**config.mk**
```make
export PLATFORM = sky130hd
export DESIGN_NAME = bp_cache_req_arbiter
export DESIGN_NICKNAME = d
export VERILOG_FILES = /design/src/rtl/bp_cache_req_arbiter.sv
export SDC_FILE = /design/constraint.sdc
export NUM_CORES = 1
export LEC_CHECK = 0
export CORE_ASPECT_RATIO = 1.75
export CORE_MARGIN = 2
export CORE_UTILIZATION = 36
export DETAILED_ROUTE_END_ITERATION = 7
export MAX_ROUTING_LAYER = met4
export PLACE_DENSITY = 0.8
export SYNTH_ARGS = -nofsm -noshare
export SYNTH_HDL_FRONTEND = slang
export SYNTH_SLANG_ARGS = --single-unit
export TNS_END_PERCENT = 5
```
**constraint.sdc**
```tcl
create_clock -name clk_i -period 2.45 [get_ports clk_i]
set_clock_uncertainty 0.05 [all_clocks]
set_input_delay 0.3675 -clock clk_i [delete_from_list [all_inputs] [get_ports clk_i]]
set_output_delay 0.3675 -clock clk_i [all_outputs]
set_load 0.05 [all_outputs]
```
**src/rtl/bp_cache_req_arbiter.sv**
```systemverilog
// Round-robin arbiter sharing one LCE cache-request port between I-cache (0) and D-cache (1).
// The winner owns the LCE until completion. Optional watchdog: define BP_CACHE_REQ_ARB_TIMEOUT_EN.
module bp_cache_req_arbiter #(
  parameter int req_width_p      = 64,
  parameter int meta_width_p     = 8,
  parameter int timeout_cycles_p = 4096
) (
  input  logic                      clk_i,
  input  logic                      reset_n_i,
  input  logic [2*req_width_p-1:0]  req_i,
  input  logic [1:0]                req_v_i,
  output logic [1:0]                req_ready_o,
  input  logic [2*meta_width_p-1:0] metadata_i,
  input  logic [1:0]                metadata_v_i,
  output logic [1:0]                complete_o,
  output logic [req_width_p-1:0]    req_o,
  output logic                      req_v_o,
  input  logic                      req_ready_i,
  output logic [meta_width_p-1:0]   metadata_o,
  output logic                      metadata_v_o,
  input  logic                      complete_i,
  output logic                      grant_id_o,
  output logic                      busy_o,
  output logic                      timeout_o
);

  typedef enum logic [1:0] {IDLE, SEND, WAIT_META, WAIT_DONE} state_t;

  state_t                  state_reg, state_next;
  logic                    grant_reg, grant_next;
  logic                    ptr_reg, ptr_next;
  logic [req_width_p-1:0]  req_reg, req_next;
  logic [meta_width_p-1:0] meta_reg, meta_next;
  logic                    meta_have_reg, meta_have_next;
  logic                    winner;

  logic [req_width_p-1:0]  req_arr  [2];
  logic [meta_width_p-1:0] meta_arr [2];

  generate
    for (genvar gi = 0; gi < 2; gi++) begin : g_unpack
      assign req_arr[gi]  = req_i[gi*req_width_p +: req_width_p];
      assign meta_arr[gi] = metadata_i[gi*meta_width_p +: meta_width_p];
    end
  endgenerate

  // Single requester wins outright; a tie goes to the pointer.
  assign winner = (&req_v_i) ? ptr_reg : req_v_i[1];

  always_comb begin
    state_next     = state_reg;
    grant_next     = grant_reg;
    ptr_next       = ptr_reg;
    req_next       = req_reg;
    meta_next      = meta_reg;
    meta_have_next = meta_have_reg;
    req_ready_o    = 2'b00;
    req_v_o        = 1'b0;
    metadata_v_o   = 1'b0;
    complete_o     = 2'b00;
    case (state_reg)
      IDLE: begin
        if (|req_v_i) begin
          req_ready_o[winner] = reset_n_i;
          state_next          = SEND;
          grant_next          = winner;
          ptr_next            = ~winner;
          req_next            = req_arr[winner];
          meta_have_next      = metadata_v_i[winner];
          if (metadata_v_i[winner]) meta_next = meta_arr[winner];
        end
      end
      SEND: begin
        req_v_o = 1'b1;
        if (!meta_have_reg && metadata_v_i[grant_reg]) begin
          meta_next      = meta_arr[grant_reg];
          meta_have_next = 1'b1;
        end
        if (req_ready_i) state_next = WAIT_META;
      end
      WAIT_META: begin
        if (!meta_have_reg && metadata_v_i[grant_reg]) begin
          meta_next      = meta_arr[grant_reg];
          meta_have_next = 1'b1;
        end
        complete_o[grant_reg] = complete_i;
        // An early completion ends the transaction; any unsent metadata is dropped.
        if (complete_i) begin
          state_next     = IDLE;
          meta_have_next = 1'b0;
        end else if (meta_have_reg) begin
          metadata_v_o = 1'b1;
          state_next   = WAIT_DONE;
        end
      end
      WAIT_DONE: begin
        complete_o[grant_reg] = complete_i;
        if (complete_i) begin
          state_next     = IDLE;
          meta_have_next = 1'b0;
        end
      end
      default: state_next = IDLE;
    endcase
  end

  always_ff @(posedge clk_i or negedge reset_n_i) begin
    if (!reset_n_i) begin
      state_reg     <= IDLE;
      grant_reg     <= 1'b0;
      ptr_reg       <= 1'b1;
      req_reg       <= '0;
      meta_reg      <= '0;
      meta_have_reg <= 1'b0;
    end else begin
      state_reg     <= state_next;
      grant_reg     <= grant_next;
      ptr_reg       <= ptr_next;
      req_reg       <= req_next;
      meta_reg      <= meta_next;
      meta_have_reg <= meta_have_next;
    end
  end

  assign busy_o     = (state_reg != IDLE);
  assign grant_id_o = grant_reg;
  assign req_o      = req_reg;
  assign metadata_o = meta_reg;

`ifdef BP_CACHE_REQ_ARB_TIMEOUT_EN
  localparam int               CNT_W   = $clog2(timeout_cycles_p + 1);
  localparam logic [CNT_W-1:0] TO_MAX  = CNT_W'(timeout_cycles_p);
  localparam logic [CNT_W-1:0] TO_LAST = CNT_W'(timeout_cycles_p - 1);

  logic [CNT_W-1:0] to_cnt_reg;
  logic             timeout_reg;

  always_ff @(posedge clk_i or negedge reset_n_i) begin
    if (!reset_n_i) begin
      to_cnt_reg  <= '0;
      timeout_reg <= 1'b0;
    end else if (state_next == WAIT_DONE && state_reg != WAIT_DONE) begin
      to_cnt_reg <= '0;
    end else if (state_reg == WAIT_DONE && to_cnt_reg != TO_MAX) begin
      to_cnt_reg <= to_cnt_reg + 1'b1;
      if (to_cnt_reg == TO_LAST) timeout_reg <= 1'b1;
    end
  end

  assign timeout_o = timeout_reg;
`else
  assign timeout_o = 1'b0;
`endif

endmodule
```
# Yosys cells after proc, flatten, opt, wreduce, memory -nomap -nowiden
# Index checks and enable logic that the tools add are counted.
# classes
n_mux	40
n_eq_ne	9
n_lt_le_gt_ge	6
reduce_logical	15
bitwise_logic	5
# ops
cell	count
2-to-1 mux 64 bit	3
2-to-1 mux 8 bit	9
2-to-1 mux 2 bit	8
one-hot mux 8 bit (2 select lines)	1
2-to-1 mux 1 bit	15
!= test 2 bit (second input constant)	4
one-hot mux 2 bit (4 select lines)	1
AND reduction 4 bit	2
AND reduction 2 bit	3
OR reduction 2 bit	3
bitwise AND 2 bit	2
== test 2 bit (second input constant)	2
>= comparator 2 bit (second input constant)	2
less-than comparator 1 x 2 -> 1 bit (second input constant)	2
NOT 1 -> 2 bit	2
one-hot mux 1 bit (4 select lines)	1
nonzero test 2 bit	2
logical AND 1 bit	3
!= test 3 bit (second input constant)	1
demux 1 bit (select 1 bit)	2
== test 2 x 1 -> 1 bit (second input constant)	1
>= comparator 1 bit (second input constant)	2
zero test 2 bit	1
!= test 2 x 1 -> 1 bit (second input constant)	1
other kinds (2)	2
# totals
out_inout_bits	81
reg_bits	77

# Depth between registers and ports, before layout
# Gate-level depths: netlist of the first run.
# depth
ltp_word	9
ltp_mapped	8
depth_no_buf	6

# Least setup slack after synthesis of the first run
# Ideal clock, no wire load.
# synth_timing
path_kind	reg-to-output
from	reg state_reg[0]
to	out req_ready_o[0]
path_buffers	3
arrival_time_ns	1.718
path_stages_with_launch	8
t_required_ns	2.033
setup_slack_ns	0.314
path_cell_list	dfrtp_1 inv_1 ha_1 buf_4 and3_1 buf_2 buf_2 and2_1
# synth_via
elab_chain_len	2
# synth_rtl
element	line_no	source
start: declaration	29	state_t state_reg, state_next;
start signal: assignment	116	state_reg <= state_next;
zero test 2 bit	61	case (state_reg)
2-to-1 mux 2 bit	61	
end: declaration	12	output logic [1:0] req_ready_o,
# No other way between the ends.

# Final worst setup path of the first run
# layout_timing
from	reg state_reg[1]
to	out req_v_o
# layout_via
elab_chain_len	2
# layout_rtl
element	line_no	source
== test 2 x 1 -> 1 bit	61	
2-to-1 mux 1 bit	61	
end: declaration	17	output logic req_v_o,
# No other way between the ends.

==> impl_metrics.yaml, run 1 <==
final_layout:
  mostFrequentLayoutCell: "sky130_fd_sc_hd__clkdlybuf4s50_1"
  fin_nets: 740
  n_antenna_cell: 0
  count_of_non_filler_cells_in_the_finished_layout: 714
  final_cell_mix: "sky130_fd_sc_hd__clkdlybuf4s50_1 (224), sky130_fd_sc_hd__nand2_1 (131), sky130_fd_sc_hd__dfrtp_1 (76)"
  final_area_sq_mm: 0.00639
  area_growth_syn_to_layout_pct: 78.5
  largest_reg_flops: 64
  post_route_cells_drive_above_1_share_pct: 9.17
critical_path:
  worst-r2r-setup-slack_ps: 220
  timing.critical_path.slowest_stage_cell: "sky130_fd_sc_hd__clkdlybuf4s50_1"
  cp.required_ps: 2030
  classification_of_the_worst_setup_path: "reg -> out"
  worst_setup_path_end_kind: "output pin"
  crit_path_start_kind: "flip-flop"
  worst-path-max-fanout: 5
  worst-endpoint-arrival_ps: 1880
  cp_cell_sequence: "inv_1, ha_1, clkdlybuf4s50_1"
  cpPeakStageDelay_ps: 830
die:
  ioPinCount: 233
  die_height_um: 136
  fp.dieArea_sq_mm: 0.0108
  dieWidth_um: 79.4
  rows: 48
  initial_core_util_pct: 36.6
  core_area_sq_mm: 0.00979
detailed_routing:
  postRouteAntennaNets: 0
  vias_per_std_cell: 4.94
  detail_route.wirelength_um: 11400
  dr_total_vias: 3529
  drc_errors: 0
  drtPass1Iterations: 5
  drt-wirelength-per-cell_um: 16.0
  drt-initial-drc-count: 132
placement:
  io_buffer_count: 231
  place_congestion: 0.842
  dp_cells: 698
  dpl_cell_area_sq_mm: 0.00607
  dp_hpwl_um: 8920
synth:
  synth.ff_latch_count: 77
  syn_area_sq_mm: 0.00358
  netlist_instances: 357
  netlist-cell-type-count: 34
  syn_area_per_cell_sq_um: 10.0
  sequential_cell_area_fraction_in_the_yosys_report_pct: 53.9
  postSynth.topFlopCell: "sky130_fd_sc_hd__dfrtp_1"
  postSynth.asyncResetShare_pct: 100
  yosys_warnings: 0
  synth_nets: 513
  synth-edff-count: 0
timing:
  max_freq_mhz: 434
  setup_viol: 0
  timing.final.max_slew_violations: 0
  rsz0062_at_grt: "false"
  slew-limit-headroom_pct: 62.7
  period_utilization_pct: 94.0
  totalNegativeSetupSlack_ps: 0
  final-hold-violation-count: 0
  worstMarginPinSlew_ps: 558
  min_period_ps: 2300
power:
  power.total_mw: 9.41
  max-vdd-ir-drop_uv: 811
  static-leakage-power_nw: 2.88
  cellPowerDensity_mw_per_mm2: 1470
global_route:
  grt-ovfl-total: 0
  maximum_number_of_pins_on_one_net_before_global_route_repair: 66
  groute.usage.overall_pct: 22.3
  grt_first_pass_wirelength_um: 17700
  antenna_found_initial: 0
  first_global_vias: 3643
clock_network:
  cts_hold_buf: 0
  cts.sink_count: 77
  number_of_buffers_created_by_cts: 9
  clock-root-buffer: "sky130_fd_sc_hd__clkbuf_16"
  clock_latency_ps: 320
  clock_tree.htree_level_count: 3
  cts.repair_timing.setup_buffer_count: 0
  cts_repair_resize_count: 0
  worst_setup_hold_path_clk_slew_ps: 60
  cts_tree: "built"
  clock_tree.buffer_depth: 2
status:
  status: "finished clean"
flow_run:
  max_cap_viol_count: 0
hold_path:
  holdCritPathClass: "in -> async"
[worst paths after layout]
kind	startpoint	end	cells past startpoint
hold reg to reg	req_o[53]	req_o[53]	2
max in group asynchronous	reset_n_i	req_o[55]	2
setup / recovery	state_reg[1]	req_v_o	3
min in group clk_i	req_o[53]	req_o[53]	2
setup reg to reg	state_reg[0]	metadata_o[3]	6
hold / removal	reset_n_i	req_o[14]	2
[cell families (layout without fill, tap and decap cells)]
kind of cell	count (synthesis)	count (layout)	synth area share (%)
compound gates	78	78	16.5
fa+ha+maj	4	4	1.40
buf+inv	28	260	3.64
flops	77	77	53.9
mux	17	17	7.03
other cells	1	1	0.105
simple gates	152	152	17.5
[per-layer routing]
layer	vias up	share of wire [%]	track usage, %
met4	0	3.1	10.7
li1	1683	-	-
met2	160	55	40.1
met3	27	4.9	3.98
met5	-	0	-
met1	1659	37	23.0
[critical path: cells and delay by family, from the launching register on]
family | cells | cell delay, ps
fa+ha+maj | 1 | 220
flops | 1 | 410
buf+inv | 2 | 920
[cell usage after synthesis (all sizes together), types with 2 or more instances]
library cell | instances | area, sq um
o21ai | 4 | 20.0
inv | 4 | 15.0
ha | 4 | 50.1
and3 | 2 | 12.5
nand2 | 131 | 492
nor2 | 2 | 7.51
nor2b | 4 | 25.0
dfrtp | 76 | 1900
buf | 18 | 92.6
or3b | 2 | 17.5
nand3 | 2 | 10.0
nand2b | 3 | 18.8
mux2 | 17 | 251
a22oi | 64 | 480
a21o | 2 | 15.0
clkbuf | 6 | 22.5
and2 | 4 | 25.0
[cell type report]
class | instances | area (sq um)
Clock buffer | 11 | 233
Clock inverter | 5 | 85.1
Fill cell | 760 | 3400
Sequential cell | 77 | 1930
Timing Repair Buffer | 240 | 2440
Inverter | 4 | 15.0
Multi-Input combinational cell | 252 | 1530
Tap cell | 125 | 156
[per-stage QoR]
| stage | utilization (%) | setup WS (ps) | hold WS (ps) |
|---|---|---|---|
| 2_1_floorplan | - | 314 | 21.9 |
| 3_3_place_gp | 62.0 | 261 | 398 |
| 3_5_place_dp | 62.0 | 201 | 405 |
| 4_1_cts | 65.3 | 128 | 77.3 |
| 5_1_grt | 65.3 | 59.0 | 101 |
| 6_report | 65.3 | 148 | 74.4 |
[power breakdown]
part / internal, mW / switching (mW) / leakage, nW
clock network: 0.895 / 0.499 / 0.150
registers: 1.91 / 0.362 / 0.946
logic: 2.11 / 3.62 / 1.78
No activity file was read; power rests on OpenSTA's default activity.
==> run 2, diff against run 1 <==
--- a/config.mk
+++ b/config.mk
@@ -5,12 +5,12 @@
 export SDC_FILE = /design/constraint.sdc
 export NUM_CORES = 1
 export LEC_CHECK = 0
-export CORE_ASPECT_RATIO = 1.75
+export CORE_ASPECT_RATIO = 2
 export CORE_MARGIN = 2
-export CORE_UTILIZATION = 36
+export CORE_UTILIZATION = 30
 export DETAILED_ROUTE_END_ITERATION = 7
 export MAX_ROUTING_LAYER = met4
-export PLACE_DENSITY = 0.8
+export PLACE_DENSITY = 0.69
 export SYNTH_ARGS = -nofsm -noshare
 export SYNTH_HDL_FRONTEND = slang
 export SYNTH_SLANG_ARGS = --single-unit
==> run 2 against run 1 <==
Maximum frequency increased by 0.45%. Via count is 1.4% higher. Final area increased by 0.65%. Critical path depth grew 2. Worst setup slack better by 10 ps. Combinational power hardly changed. Die area grew 19%. Largest cell class unchanged.
==> impl_metrics.yaml, run 2 (synthesis results as in run 1) <==
power:
  max-vdd-ir-drop_uv: 941
  power.total_mw: 9.55
  cellPowerDensity_mw_per_mm2: 1480
  static-leakage-power_nw: 2.91
placement:
  dp_cells: 717
  dp_slack_ps: 152
  place_congestion: 0.825
  dp_hpwl_um: 9580
  io_buffer_count: 231
  dpl_cell_area_sq_mm: 0.00608
global_route:
  grt-ovfl-total: 0
  first_global_vias: 3639
  antenna_found_initial: 0
  maximum_number_of_pins_on_one_net_before_global_route_repair: 51
  grt_first_pass_wirelength_um: 18000
  groute.usage.overall_pct: 19.3
final_layout:
  fin_nets: 740
  final_area_sq_mm: 0.00643
  mostFrequentLayoutCell: "sky130_fd_sc_hd__clkdlybuf4s50_1"
  post_route_cells_drive_above_1_share_pct: 9.00
  n_antenna_cell: 0
  largest_reg_flops: 64
  layout.core_utilization_pct: 55.0
  count_of_non_filler_cells_in_the_finished_layout: 734
  seqCellArea_sq_mm: 0.00193
  num-fill-cells: 1058
  area_growth_syn_to_layout_pct: 79.7
  final_cell_mix: "sky130_fd_sc_hd__clkdlybuf4s50_1 (223), sky130_fd_sc_hd__nand2_1 (131), sky130_fd_sc_hd__dfrtp_1 (76)"
  multi_input_comb_area_sq_mm: 0.00153
timing:
  final.setup.worst_slack_ps: 158
  timing.final.max_slew_violations: 0
  min_period_ps: 2290
  slew-limit-headroom_pct: 57.2
  period_utilization_pct: 93.6
  min_hold_slack_ps: 411
  setup_viol: 0
  max_freq_mhz: 436
  worstMarginPinSlew_ps: 642
  totalNegativeSetupSlack_ps: 0
  final-hold-violation-count: 0
  rsz0062_at_grt: "false"
critical_path:
  worst-endpoint-arrival_ps: 1870
  crit_path_start_kind: "flip-flop"
  worst-path-max-fanout: 9
  worst_setup_path_end_kind: "output pin"
  classification_of_the_worst_setup_path: "reg -> out"
  cp.required_ps: 2030
clock_network:
  clock_tree.buffer_depth: 2
  cts.sink_count: 77
  number_of_buffers_created_by_cts: 9
  cts.repair_timing.setup_buffer_count: 0
  worst_setup_hold_path_clk_slew_ps: 50
  clock_tree.htree_level_count: 3
  cts_tree: "built"
  clock_latency_ps: 330
  clock-root-buffer: "sky130_fd_sc_hd__clkbuf_16"
die:
  initial_core_util_pct: 30.6
  die_height_um: 158
  ioPinCount: 233
  dieWidth_um: 81.2
  core_area_sq_mm: 0.0117
  rows: 56
  fp.dieArea_sq_mm: 0.0129
detailed_routing:
  drt-wirelength-per-cell_um: 16.7
  drtPass1Iterations: 4
  detail_route.wirelength_um: 12200
  drc_errors: 0
  vias_per_std_cell: 4.88
  drt-initial-drc-count: 209
  dr_total_vias: 3579
  postRouteAntennaNets: 0
hold_path:
  holdCritPathClass: "reg -> reg"
status:
  status: "finished clean"
flow_run:
  max_cap_viol_count: 0
## run 2: worst max-delay path, cell delays in order, from the launching register on
cell                      delay, ps
sky130_fd_sc_hd__dfrtp_1        420
sky130_fd_sc_hd__inv_1          110
sky130_fd_sc_hd__ha_1           370
sky130_fd_sc_hd__and3_2         310
sky130_fd_sc_hd__and2_1         190
sky130_fd_sc_hd__buf_12         150
## run 2: power breakdown
group | switching, mW | internal (mW) | leakage, nW
Clock | 0.502 | 1.02 | 0.167
Combinational | 3.66 | 2.10 | 1.79
Sequential | 0.349 | 1.91 | 0.946
## run 2: layout make-up
cell class | instances | area share [%]
multi-input combinational | 252 | 23.9
timing repair buffer | 240 | 37.8
tap | 145 | 2.82
clock buffer | 12 | 3.83
inverter | 4 | 0.234
clock inverter | 4 | 1.48
sequential | 77 | 30.0
## run 2: path summary, 6_finish.rpt
check,start,endpoint,slack [ps],depth (start not counted)
setup / recovery,state_reg[1],req_ready_o[1],160,5
hold / removal,req_o[7],req_o[7],410,2
setup reg to reg,state_reg[0],metadata_o[0],270,6
hold reg to reg,req_o[7],req_o[7],410,2
max in group asynchronous,reset_n_i,req_o[41],900,3
min in group asynchronous,reset_n_i,req_o[35],470,2
## run 2: timing repair
item,in CTS,in global routing
setup endpoints to repair,0,1
hold buffers,1,0
hold endpoints to repair,27,0
gates resized for setup,0,1
## run 2: metal layers
metal / vias to the layer above / wire (um) / global-route usage, %
li1: 1684 / - / -
met1: 1704 / 4210 / 18.8
met2: 154 / 6880 / 34.7
met3: 37 / 601 / 3.29
met4: 0 / 547 / 11.4
met5: - / 0 / -
